**src/rtl/uart_rx.sv**
```systemverilog
// uart_rx: 8-bit UART receiver, LSB first, with a one-entry output buffer.
// The default build is 8N1 framing.
// Define UART_RX_PARITY_EN to add a parity bit between the data and the stop bit.
// PARITY_ODD selects even (0) or odd (1) parity when that bit is present.
// All logic runs on the rising edge of clock.
// i_reset is synchronous and active-high.
module uart_rx #(
  parameter int CLKS_PER_BIT = 217,
  parameter int PARITY_ODD   = 0
) (
  input  logic       clock,
  input  logic       i_reset,
  input  logic       i_rx,
  output logic [7:0] o_data,
  output logic       o_valid,
  input  logic       i_ready,
  output logic       o_frame_err,
  output logic       o_overrun,
  output logic       o_parity_err
);

  // Reject parameter values the bit timer cannot represent.
  if (CLKS_PER_BIT < 8 || CLKS_PER_BIT > 65535 || PARITY_ODD < 0 || PARITY_ODD > 1) begin : g_bad_param
    $error("uart_rx: CLKS_PER_BIT must be 8..65535 and PARITY_ODD 0 or 1");
  end

  // The bit timer counts from 0 up to the "last" value of each interval.
  // HALF_LAST is the sample point in the start bit, which lands in mid-bit.
  // BIT_LAST is one full bit time, so later samples stay in mid-bit.
  localparam logic [15:0] HALF_LAST = 16'(CLKS_PER_BIT / 2 - 1);
  localparam logic [15:0] BIT_LAST  = 16'(CLKS_PER_BIT - 1);

  localparam logic [2:0] IDLE      = 3'd0;
  localparam logic [2:0] START     = 3'd1;
  localparam logic [2:0] DATA      = 3'd2;
  localparam logic [2:0] STOP      = 3'd4;
  localparam logic [2:0] WAIT_HIGH = 3'd5;
`ifdef UART_RX_PARITY_EN
  localparam logic [2:0] PARITY    = 3'd3;
  localparam logic       ODD       = (PARITY_ODD != 0);
`endif

  logic        rx_meta;
  logic        rx_s;
  logic [2:0]  state;
  logic [15:0] clk_cnt;
  logic [2:0]  bit_idx;
  logic [7:0]  shift;
  logic        half_tick;
  logic        bit_tick;
  logic        accept_byte;
`ifdef UART_RX_PARITY_EN
  logic        parity_bad;
`endif

  // Two-flop synchronizer for the asynchronous line.
  // Both flops reset to idle-high, so leaving reset never looks like a start bit.
  always_ff @(posedge clock) begin
    if (i_reset) begin
      rx_meta <= 1'b1;
      rx_s    <= 1'b1;
    end else begin
      rx_meta <= i_rx;
      rx_s    <= rx_meta;
    end
  end

  // Timer ticks and the strobe for a byte that completed cleanly.
  // A byte is clean when its stop bit is high and its parity (if present) matched.
  always_comb begin
    half_tick = (clk_cnt == HALF_LAST);
    bit_tick  = (clk_cnt == BIT_LAST);
`ifdef UART_RX_PARITY_EN
    accept_byte = (state == STOP) && bit_tick && rx_s && !parity_bad;
`else
    accept_byte = (state == STOP) && bit_tick && rx_s;
`endif
  end

  // Receive FSM: bit timing, data shifting and the error pulses.
  // An error pulse is cleared every cycle unless an error is detected in that cycle.
  always_ff @(posedge clock) begin
    if (i_reset) begin
      state       <= IDLE;
      clk_cnt     <= '0;
      bit_idx     <= '0;
      shift       <= '0;
      o_frame_err <= 1'b0;
`ifdef UART_RX_PARITY_EN
      parity_bad   <= 1'b0;
      o_parity_err <= 1'b0;
`endif
    end else begin
      o_frame_err <= 1'b0;
`ifdef UART_RX_PARITY_EN
      o_parity_err <= 1'b0;
`endif
      case (state)
        IDLE: begin
          clk_cnt <= '0;
          bit_idx <= '0;
`ifdef UART_RX_PARITY_EN
          parity_bad <= 1'b0;
`endif
          if (!rx_s) begin
            state <= START;
          end
        end

        START: begin
          if (half_tick) begin
            clk_cnt <= '0;
            // A line that is high again at mid start bit was a glitch, not a start bit.
            state   <= rx_s ? IDLE : DATA;
          end else begin
            clk_cnt <= clk_cnt + 16'd1;
          end
        end

        DATA: begin
          if (bit_tick) begin
            clk_cnt <= '0;
            shift   <= {rx_s, shift[7:1]};
            bit_idx <= bit_idx + 3'd1;
            if (bit_idx == 3'd7) begin
`ifdef UART_RX_PARITY_EN
              state <= PARITY;
`else
              state <= STOP;
`endif
            end
          end else begin
            clk_cnt <= clk_cnt + 16'd1;
          end
        end

`ifdef UART_RX_PARITY_EN
        PARITY: begin
          if (bit_tick) begin
            clk_cnt <= '0;
            state   <= STOP;
            // Report a parity mismatch at once.
            // parity_bad is kept so the byte is discarded at the stop bit.
            if ((^shift ^ rx_s) != ODD) begin
              parity_bad   <= 1'b1;
              o_parity_err <= 1'b1;
            end
          end else begin
            clk_cnt <= clk_cnt + 16'd1;
          end
        end
`endif

        STOP: begin
          if (bit_tick) begin
            clk_cnt <= '0;
            if (rx_s) begin
              state <= IDLE;
            end else begin
              o_frame_err <= 1'b1;
              state       <= WAIT_HIGH;
            end
          end else begin
            clk_cnt <= clk_cnt + 16'd1;
          end
        end

        WAIT_HIGH: begin
          // A break holds the line low. Wait for it to go high before looking for a new start bit.
          clk_cnt <= '0;
          if (rx_s) begin
            state <= IDLE;
          end
        end

        default: begin
          state   <= IDLE;
          clk_cnt <= '0;
          bit_idx <= '0;
        end
      endcase
    end
  end

  // One-entry output buffer with valid/ready handshake and overrun detection.
  // If a new byte arrives in the same cycle as a handshake, the new byte takes the freed slot.
  always_ff @(posedge clock) begin
    if (i_reset) begin
      o_data    <= 8'h00;
      o_valid   <= 1'b0;
      o_overrun <= 1'b0;
    end else begin
      o_overrun <= 1'b0;
      if (accept_byte) begin
        if (o_valid && !i_ready) begin
          o_overrun <= 1'b1;
        end else begin
          o_data  <= shift;
          o_valid <= 1'b1;
        end
      end else if (o_valid && i_ready) begin
        o_valid <= 1'b0;
      end
    end
  end

`ifndef UART_RX_PARITY_EN
  assign o_parity_err = 1'b0;
`endif

endmodule

```
**config.mk**
```make
export PLATFORM = sky130hd
export DESIGN_NAME = uart_rx
export DESIGN_NICKNAME = d
export VERILOG_FILES = /design/src/rtl/uart_rx.sv
export SDC_FILE = /design/constraint.sdc
export NUM_CORES = 1
export LEC_CHECK = 0
export BUFFER_PORTS_ARGS = -buffer_cell sky130_fd_sc_hd__buf_2
export CAP_MARGIN = 20
export CORE_UTILIZATION = 30
export CTS_CLUSTER_SIZE = 8
export DETAILED_ROUTE_END_ITERATION = 16
export GPL_TIMING_DRIVEN = 0
export PLACE_DENSITY = 0.52
export SETUP_SLACK_MARGIN = 0.02
export SLEW_MARGIN = 40
export SYNTH_ARGS = -nofsm -noshare
export SYNTH_HDL_FRONTEND = slang
export SYNTH_SLANG_ARGS = --single-unit
```
**constraint.sdc**
```tcl
create_clock -name clock -period 2.14 [get_ports clock]
set_clock_uncertainty 0.1 [all_clocks]
set_input_delay 0.214 -clock clock [delete_from_list [all_inputs] [get_ports clock]]
set_output_delay 0.214 -clock clock [all_outputs]
set_load 0.01 [all_outputs]
```
* After elaboration in Yosys (flattened, before gate mapping) *
Cells that the tools add are included.

word-level totals
  bits in registers = 43
  output and inout port bits = 12
  logic and storage cells = 66
  input bits = 4

operators by class
  bitwise logic cells = 5
  equality and inequality tests = 14
  muxes and demuxes = 19
  reductions and logical operators = 16
  $add $sub $neg = 2

operators by type and width
  cell                   count
  $mux 16                2
  $pmux 16 s2            1
  $mux 3                 8
  $add 16x1->16 const B  1
  $eq 16x7->1 const B    1
  $eq 16x8->1 const B    1
  $pmux 3 s5             1
  $ne 2x2->1 const B     7
  $eq 3x3->1 const B     3
  $reduce_and 2->1       4
  $pmux 3 s2             1
  $reduce_and 6->1       1
  $reduce_or 3->1        2
  $mux 1                 5
  $not 1->1              5
  $logic_and 1x1->1      4
  $reduce_or 2->1        2
  $add 3x1->3 const B    1
  $eq 3x1->1 const B     1
  $eq 3x2->1 const B     1
  $logic_not 3->1        1
  $mux 2                 1
  $reduce_bool 2->1      1
  $logic_not 1->1        1

* Longest topological paths before layout *
Gate-level depths: netlist (run 1).

  depth in word-level cells = 5
  depth in mapped cells = 9
  gate-level depth less buffers = 7

* Worst setup path before layout (run 1) *
OpenSTA, ideal clock, no wires.

  path type = reg-to-reg
  start point = register clk_cnt[0]
  end point = register clk_cnt[10]
  arrival = 1.691 ns
  setup time = 0.064 ns
  data required time = 1.976 ns
  path buffers = 2
  path slack = 0.286 ns
  stages on the path, launching flop included = 10
  clock period less this slack = 1.854 ns
  cells stage by stage = dfxtp_1 -> inv_1 -> ha_1 -> and4_1 -> nand4_2 -> a22oi_2 -> or3_1 -> buf_6 -> buf_8 -> nor2_1

on the way
  longest elaborated chain between the ends = 3
  elaborated cells between the ends (all ways) = 6
  classes of those cells = add/sub (1); eq/ne (2); mux (3)

RTL lines
  element                                      line           RTL
  start: declaration                           46             logic [15:0] clk_cnt;
  start signal: assignment                     116            clk_cnt <= clk_cnt + 16'd1;
  start signal: assignment                     133            clk_cnt <= clk_cnt + 16'd1;
  start signal: assignment                     164            clk_cnt <= clk_cnt + 16'd1;
  $add 16x1->16, or another cell as far along  116, 133, 164
  $mux 16 (on tied branches)                   121, 155, 111
  $pmux 16 s2 *                                98             case (state)

Mark *: on every way between the ends. The rest lies on a longest branch, timed or not.
A chain may end at the register's enable or synchronous reset.

* Worst setup path after layout (run 1) *
  start point = register clk_cnt[0]
  end point = register o_data[7]

on the way
  longest elaborated chain between the ends = 4

RTL lines
  element                            line  RTL
  $eq 16x8->1                        72    bit_tick = (clk_cnt == BIT_LAST);
  $logic_and 1x1->1 (2 in a row)     76    accept_byte = (state == STOP) && bit_tick && rx_s;
  $reduce_and 2->1 (no source line)  n/a
  end signal: assignment             198   o_data <= shift;
  end: declaration                   14    output logic [7:0] o_data,

No other way between the ends.

==> results of run 1 <==
## state kept, by name, indices dropped and copies added, names as in the netlist
| signal | flops |
|---|---|
| bit_idx | 3 |
| clk_cnt | 16 |
| o_data | 8 |
| o_frame_err | 1 |
| o_overrun | 1 |
| o_valid | 1 |
| rx_meta | 1 |
| rx_s | 1 |
| shift | 8 |
| state | 3 |
## placed cells by master, fill, tap and decap left out, types with 5 or more instances in the layout
master and instances:
buf_2 16, buf_4 7, clkbuf_8 5, dfxtp_1 42
inv_1 8, mux2i_1 16, nand2_1 7, nand3_1 7
nor2_1 51, nor3_1 5, xnor2_1 10, xor2_1 5
## path summary, 6_finish.rpt
path	from	end	slack (ns)
max reg2reg	clk_cnt[0]	o_data[7]	0.15
max	clk_cnt[0]	o_data[7]	0.15
min	i_ready	o_overrun	0.16
min reg2reg	rx_meta	rx_s	0.32
## kinds of logic (layout without fill, tap and decap cells)
group,count (synthesis),count (layout),share of synthesized area
AND/OR/NAND/NOR,98,98,0.259
flip-flops,43,43,0.442
multiplexers,18,18,0.0957
buffers and inverters,18,45,0.0514
XOR/XNOR,15,15,0.0674
AO/OA/AOI/OAI,14,14,0.0572
adder cells (fa/ha/maj),4,4,0.0257
other,1,1,0.00192
## synth_stat cells, types with 2 or more instances
cell type	instances	share of area
a211o_1	2	0.0090
a21oi_1	4	0.010
and3_1	2	0.0064
buf_2	2	0.0051
buf_4	3	0.012
clkbuf_1	3	0.0058
dfxtp_1	43	0.44
ha_1	4	0.026
inv_1	8	0.015
mux2i_1	16	0.082
nand2_1	7	0.013
nand2b_1	3	0.0096
nand3_1	7	0.018
nand4_1	2	0.0064
nor2_1	51	0.098
nor2b_1	2	0.0064
nor3_1	6	0.015
nor3b_1	2	0.0077
nor4_1	3	0.0096
nor4b_2	2	0.015
nor4bb_1	2	0.010
or2_2	2	0.0064
xnor2_1	10	0.045
xor2_1	5	0.022
## tightest hold or removal path: cells and delay by family
kind          cells  cell delay, ns
simple gates      2            0.22
buf+inv           1            0.07
## area by class of cell
cell class / instances / area share
repair buffers: 19 / 0.0477
clock inverters: 3 / 0.0293
multi-input cells: 150 / 0.435
clock buffers: 5 / 0.0298
flip-flops and latches: 43 / 0.374
plain buffers: 10 / 0.0304
well taps: 75 / 0.0407
inverters: 8 / 0.0130
## layer usage
| layer | vias to the layer above | global-route usage | wire, µm |
|---|---|---|---|
| met4 | 0 | 0.0414 | 7 |
| met2 | 15 | 0.179 | 1570 |
| met1 | 632 | 0.166 | 1880 |
| li1 | 757 | - | - |
| met5 | - | 0 | 0 |
| met3 | 2 | 0.0330 | 100 |
## through the flow
| stage | power [mW] | instances | hold slack [ns] |
|---|---|---|---|
| floorplan | 0.971 | 211 | 0.218 |
| global placement | 1.01 | 300 | 0.296 |
| detailed placement | 1.01 | 300 | 0.300 |
| CTS | 1.77 | 309 | 0.159 |
| global route | 1.86 | 313 | 0.158 |
| finish | 1.77 | 313 | 0.164 |
## power breakdown
group,internal [mW],switching [mW]
logic,0.0838,0.101
clock network,0.465,0.285
registers,0.812,0.0211
total,1.36,0.407
## what timing repair did
action / 4_1_cts / 5_1_grt
resized for setup: 0 / 4
hold buffers: 1 / 0
endpoints found under the hold margin: 1 / 0
buffers inserted: 0 / 4
endpoints found under the setup margin: 0 / 34
==> reports/metrics.yaml, run 1 <==
sta:
  setup_viol: 0
  setup_ws_ns: 0.148
  setup_tns_ns: 0
  rsz0062_at_grt: "no"
  period_minus_slack_ns: 1.99
  post-route-period-util: 0.931
  drv_slew: 0
  max_freq_ghz: 0.502
  hold_viol: 0
final_layout:
  antenna_cells: 0
  final_util: 0.378
  fill_cells: 650
  synthToLayoutAreaGrowth_pct: 18.4
  ff_latch_area_um2: 862
  nNetsFinal: 245
  final_area_mm2: 0.00231
  drive_above_1_share: 0.197
  multiInputGateArea_mm2: 0.00100
power:
  peakVddDrop_uv: 426
  p_per_area_mw_per_mm2: 767
  p_leak_nw: 0.828
floorplan:
  pin_count: 16
  die_w_um: 82.6
  design.die.area_mm2: 0.00682
  start_util: 0.320
  fp.dieH_um: 82.6
  rows: 28
  core_mm2: 0.00610
grt:
  grt_pass1_wl_um: 6090
  overflow: 0
  grt_pass1_vias: 1287
  grtUsageTotal: 0.121
  grt_max_degree: 15
  antenna_found_initial: 0
setup_path:
  worst-path-stages: 8
  r2r_cells: 8
  path_cells: "inv_1 -> ha_1 -> and4_1 -> nand3b_1 -> nor4b_2 -> buf_4 -> mux2i_1 -> nor2_1"
  arrival_ns: 2.07
  crit_type: "flip-flop to flip-flop"
  cp_max_fo: 8
  path_delay_family: "simple AND/OR/NAND/NOR gates"
  endpoint_kind: "flip-flop"
  required_ns: 2.21
  start_kind: "flip-flop"
  critical_path.slowest_cell: "dfxtp_2"
  crit_buf_inv: 2
  cpPeakStageDelay_ns: 0.35
place:
  gp_congestion: 0.750
  portBuffers: 14
  hpwl_um: 2520
  placed_cell_area_mm2: 0.00211
  place_ws_ns: 0.0609
yosys:
  synth_edf_count: 0
  yosys.cell_types.count: 44
  synth_flop_cell: "dfxtp_1"
  ys_seq_elements: 43
  syn_nets: 219
  synth.avg_cell_area_um2: 9.23
  synthCells: 211
  yosysWarnings: 0
  async_reset_ff_frac: 0
  yosysSeqAreaShare: 0.442
  syn_area_mm2: 0.00195
routing:
  routed_via_density: 4.49
  first_iter_violations: 41
  vias: 1406
  drt-pass1-iter-count: 4
  wire_per_inst_um: 11.4
  antenna_left: 0
  drc: 0
  finalWirelength_um: 3560
clock_tree:
  clk_latency_ns: 0.29
  cts_buffers: 5
  cts-htree-levels: 2
  clockBufferDepth: 2
  path_clk_slew_ns: 0.09
  cts_tree: "done"
  clkSinkCount: 43
  cts-root-buf: "clkbuf_8"
min_path:
  min_path_cells: 3
  hp-class: "primary input to flip-flop"
status:
  outcome: "finished clean"
flow_run:
  max-cap-violations: 0
(Power assumes the default switching activity.)
==> run 2, diff against run 1 <==
Settings changed: ABC_AREA set to 1, CTS_CLUSTER_DIAMETER set to 200.
==> run 2 against run 1 <==
Total power grew 12%. Die area grew 3.5%. Largest power group unchanged. Sequential power grew 4.9%. Register-to-register slack gained 0.33 ns. Maximum frequency grew 20%. First-iteration DRC count grew 59%. Critical path type unchanged. Core utilization shrank 1.8 points. Sequential share of layout area shrank 0.16 points.
==> reports/metrics.yaml, run 2 <==
clock_tree:
  cts_buffers: 5
  cts_tree: "done"
  cts-htree-levels: 2
  clk_latency_ns: 0.29
  clockBufferDepth: 2
  clkSinkCount: 43
  path_clk_slew_ns: 0.08
  cts-root-buf: "clkbuf_8"
  cts_setup_buffers: 0
yosys:
  yosysTopAreaCell: "dfxtp_1"
  yosysSeqAreaShare: 0.427
  yosysWarnings: 0
  synth_top_family_by_area: "simple AND/OR/NAND/NOR gates"
  synth_simple_gate_area_frac: 0.380
  synth_area_leaders: "dfxtp_1 (43%), nor2_1 (12%), nand2_1 (10%)"
  synth_mux_area_frac: 0
  yosys.area.top_type_share: 0.427
  syn_area_mm2: 0.00202
  synth.avg_cell_area_um2: 7.21
  syn_nets: 288
  ys_seq_elements: 43
  synth.most_common_cell: "nor2_1"
  synth_flop_cell: "dfxtp_1"
  yosys.area_share.adder: 0.0248
  synth_edf_count: 0
  synth-compound-area-share: 0.0527
  synthCells: 280
  yosys-top-cells-count: "nor2_1 (62), nand2_1 (55), dfxtp_1 (43)"
  yosys.cell_types.count: 30
  async_reset_ff_frac: 0
  synthXorXnorAreaFrac: 0.0217
routing:
  first_iter_violations: 65
  drt-pass1-iter-count: 4
  vias: 1693
  drc: 0
  finalWirelength_um: 3900
  routed_via_density: 4.46
  wire_per_inst_um: 10.3
  antenna_left: 0
grt:
  grt_max_degree: 14
  grtUsageTotal: 0.129
  overflow: 0
  grt_pass1_vias: 1642
  grt_pass1_wl_um: 7300
  antenna_found_initial: 0
floorplan:
  core_mm2: 0.00642
  rows: 29
  die_w_um: 84.0
  pin_count: 16
  design.die.area_mm2: 0.00706
  fp.dieH_um: 84.0
  start_util: 0.314
setup_path:
  endpoint_kind: "flip-flop"
  path_delay_family: "simple AND/OR/NAND/NOR gates"
  crit_type: "flip-flop to flip-flop"
  start_kind: "flip-flop"
  cp_max_fo: 4
  cpPeakStageDelay_ns: 0.40
  arrival_ns: 1.76
  critical_path.slowest_cell: "dfxtp_1"
  required_ns: 2.24
  crit_buf_inv: 0
  path_cells: "ha_1 -> nand2_1 -> nor2_2 -> nand2_1 -> nor2_1 -> nand3_1 -> nor2_1 -> nor3b_2"
sta:
  setup_tns_ns: 0
  rsz0062_at_grt: "no"
  holdWs_ns: 0.0671
  post-route-period-util: 0.778
  max_freq_ghz: 0.601
  hold_viol: 0
  drv_slew: 0
  setup_viol: 0
  period_minus_slack_ns: 1.67
final_layout:
  final_util: 0.360
  synthToLayoutAreaGrowth_pct: 14.6
  fin_cells: 380
  final_area_mm2: 0.00231
  antenna_cells: 0
  final_common_cell: "nor2_1"
  nNetsFinal: 310
  layout_common_cells: "nor2_1 (62), nand2_1 (55), dfxtp_1 (43)"
  fill_cells: 700
  drive_above_1_share: 0.175
  largest_register_ffs: 16
  regMostFlops: "clk_cnt"
  reg.largest.list: "clk_cnt x16, o_data x8, shift x8"
power:
  p_leak_nw: 1.07
  p_per_area_mw_per_mm2: 860
  peakVddDrop_uv: 293
place:
  placed_cell_area_mm2: 0.00218
  hpwl_um: 2770
  place_inst: 371
  portBuffers: 14
  gp_congestion: 0.750
min_path:
  hp-class: "primary input to flip-flop"
status:
  outcome: "finished clean"
flow_run:
  max-cap-violations: 0
-- run 2: cell count changes after synthesis, moves of 5 or more --
cell	change
mux2i_1	-16
xnor2_1	-10
nand2_1	+48
nor2_1	+11
o21ai_0	+13
nor3_1	+5
inv_1	+23
-- run 2: routing by layer --
layer | track usage | share of wire
met4 | 0.0564 | 0.018
met5 | 0 | 0
met2 | 0.200 | 0.43
met3 | 0.0336 | 0.026
met1 | 0.168 | 0.52
-- run 2: report_power, final --
| part | internal [mW] | switching (mW) |
|---|---|---|
| registers | 0.834 | 0.0396 |
| logic | 0.146 | 0.308 |
| clock network | 0.378 | 0.283 |
-- run 2: what timing repair did --
action / in CTS / in global routing
hold buffers: 1 / 0
endpoints found under the hold margin: 1 / 0
gates resized for setup: 0 / 0
-- run 2: metrics by stage --
stage	worst slack, ns	power, mW
floorplan	0.661	1.25
global placement	0.507	1.34
detailed placement	0.487	1.34
CTS	0.475	2.02
global route	0.231	2.14
finish	0.475	1.99
-- run 2: cells by family after synthesis --
family                   count (synthesis)
AO/OA/AOI/OAI                           21
XOR/XNOR                                 5
adder cells (fa/ha/maj)                  4
buffers and inverters                   43
flip-flops                              43
other                                    1
AND/OR/NAND/NOR                        163
-- run 2: path summary, 6_finish.rpt --
kind / slack [ns] / startpoint / cells after the start / to
worst max register to register: 0.47 / clk_cnt[0] / 8 / clk_cnt[10]
worst min-delay path: 0.07 / i_reset / 2 / bit_idx[2]
worst min register to register: 0.31 / rx_meta / 1 / rx_s
worst max-delay path: 0.47 / clk_cnt[0] / 8 / clk_cnt[10]
-- run 2: final cells by class --
| class | count | area, µm² | area share |
|---|---|---|---|
| multi-input combinational | 194 | 971 | 0.420 |
| sequential | 43 | 861 | 0.372 |
| inverter | 37 | 140 | 0.0606 |
| tap | 77 | 96.3 | 0.0417 |
| clock buffer | 6 | 82.6 | 0.0357 |
| timing repair buffer | 15 | 80.1 | 0.0346 |
| buffer | 6 | 46.3 | 0.0200 |
| clock inverter | 2 | 35.0 | 0.0152 |
-- run 2: worst reg2reg max path: stages, from the launching register on --
cell and delay [ns]:
dfxtp_1 0.40, ha_1 0.22, nand2_1 0.11, nor2_2 0.19, nand2_1 0.09, nor2_1 0.16
nand3_1 0.12, nor2_1 0.13, nor3b_2 0.05
==> run 3, diff against run 2 <==
Settings changed: ABC_AREA 1 to 0, PLACE_DENSITY 0.52 to 0.53.
Clock period 2.14 ns to 1.5 ns, I/O delays scaled along.
==> run 3 against run 2 <==
The run now ends with setup timing left. Clock power grew 19%. Total power is 12% higher. Critical path type unchanged. Largest power group unchanged. Highest routed layer unchanged. Worst hold slack better by 0.061 ns. Global-route usage shrank 0.24 points. Core utilization is 3.8 points higher. Final area rose by 4.9%. Worst setup slack lost 0.90 ns.
==> reports/metrics.yaml, run 3 (synthesis results as in run 1) <==
status:
  outcome: "finished, violations left"
  violations: "setup timing"
floorplan:
  die_w_um: 82.6
  design.die.area_mm2: 0.00682
  core_mm2: 0.00610
  start_util: 0.320
  rows: 28
  fp.dieH_um: 82.6
  pin_count: 16
routing:
  routed_via_density: 4.59
  drc: 0
  first_iter_violations: 51
  drt-pass1-iter-count: 4
  finalWirelength_um: 3770
  wire_per_inst_um: 11.8
  antenna_left: 0
  vias: 1464
sta:
  worstMarginPinSlew_ns: 0.518
  drv_slew: 0
  max_freq_ghz: 0.520
  holdWs_ns: 0.128
  slew_headroom: 0.654
  hold_viol: 0
  period_minus_slack_ns: 1.92
  setup_ws_ns: -0.422
  post-route-period-util: 1.28
  rsz0062_at_grt: "yes"
  setup_viol: 41
  setup_tns_ns: -12.71
final_layout:
  fill_cells: 612
  final_common_cell: "nor2_1"
  layout_common_cells: "nor2_1 (51), dfxtp_1 (37), buf_2 (16), mux2i_1 (16)"
  antenna_cells: 0
  nNetsFinal: 251
  largest_register_ffs: 16
  regMostFlops: "clk_cnt"
  reg.largest.list: "clk_cnt x16, o_data x8, shift x8"
  drive_above_1_share: 0.283
  synthToLayoutAreaGrowth_pct: 24.5
grt:
  grt_pass1_wl_um: 6480
  grt_max_degree: 17
  overflow: 0
  grt_pass1_vias: 1340
  antenna_found_initial: 0
  grtUsageTotal: 0.126
clock_tree:
  cts-root-buf: "clkbuf_8"
  clkSinkCount: 43
  clk_latency_ns: 0.30
  clockBufferDepth: 2
  cts_buffers: 5
  cts-htree-levels: 2
  path_clk_slew_ns: 0.09
  cts_tree: "done"
place:
  hpwl_um: 2540
  gp_congestion: 0.757
  portBuffers: 14
power:
  p_leak_nw: 0.875
  peakVddDrop_uv: 410
  p_per_area_mw_per_mm2: 917
setup_path:
  arrival_ns: 2.06
  start_kind: "flip-flop"
  cp_max_fo: 10
  endpoint_kind: "flip-flop"
  required_ns: 1.64
  crit_type: "flip-flop to flip-flop"
min_path:
  hp-class: "primary input to flip-flop"
flow_run:
  max-cap-violations: 0
==> run 3: timing repair <==
item / in CTS / in global routing
buffers inserted: 5 / 6
pin swaps: 4 / 7
gates resized for setup: 8 / 13
endpoints found under the hold margin: 1 / 0
endpoints found under the setup margin: 40 / 41
hold buffers: 1 / 0
==> run 3: final cells by class <==
class | instances | area, µm² | share of cell area
buffer | 10 | 70.1 | 0.0289
clock buffer | 5 | 68.8 | 0.0284
clock inverter | 3 | 26.3 | 0.0108
inverter | 8 | 30.0 | 0.0124
multi-input combinational | 150 | 1100 | 0.452
sequential | 43 | 873 | 0.360
tap | 75 | 93.8 | 0.0387
timing repair buffer | 25 | 166 | 0.0686
==> run 3: worst max-delay path, cell delays in order, from the launching register on <==
cell and delay, ns:
dfxtp_4 0.38, inv_2 0.05, ha_4 0.14, and4_4 0.18, buf_4 0.14, nand4_4 0.06
a22oi_2 0.10, or3_1 0.34, buf_6 0.15, buf_8 0.13, nor2_1 0.10
==> run 3: final timing paths <==
kind	from	end	slack (ns)	depth (start not counted)
worst min-delay path	i_ready	o_overrun	0.13	3
worst min register to register	rx_meta	rx_s	0.32	1
worst max register to register	clk_cnt[0]	clk_cnt[14]	-0.42	10
worst max-delay path	clk_cnt[0]	clk_cnt[14]	-0.42	10
==> run 3: power by group <==
part	internal, mW	switching [mW]	total [mW]
clock network	0.343	0.442	0.785
registers	1.16	0.0391	1.19
logic	0.106	0.138	0.244
==> run 3: per-stage QoR <==
stage,instances,power [mW],cell area [µm²],setup slack [ns],utilization
detailed placement,300,1.44,2150,-0.459,0.353
global route,319,2.35,2420,-0.523,0.398
finish,319,2.22,2420,-0.422,0.398
global placement,300,1.44,2150,-0.451,0.353
CTS,314,2.25,2330,-0.389,0.382
floorplan,211,1.39,1990,-0.252,-
==> run 3: per-layer routing <==
layer / vias up / track usage / routed length [µm]
li1: 772 / - / -
met4: 0 / 0.0569 / 75
met3: 6 / 0.0264 / 78
met2: 16 / 0.188 / 1620
met1: 670 / 0.175 / 2000
met5: - / 0 / 0
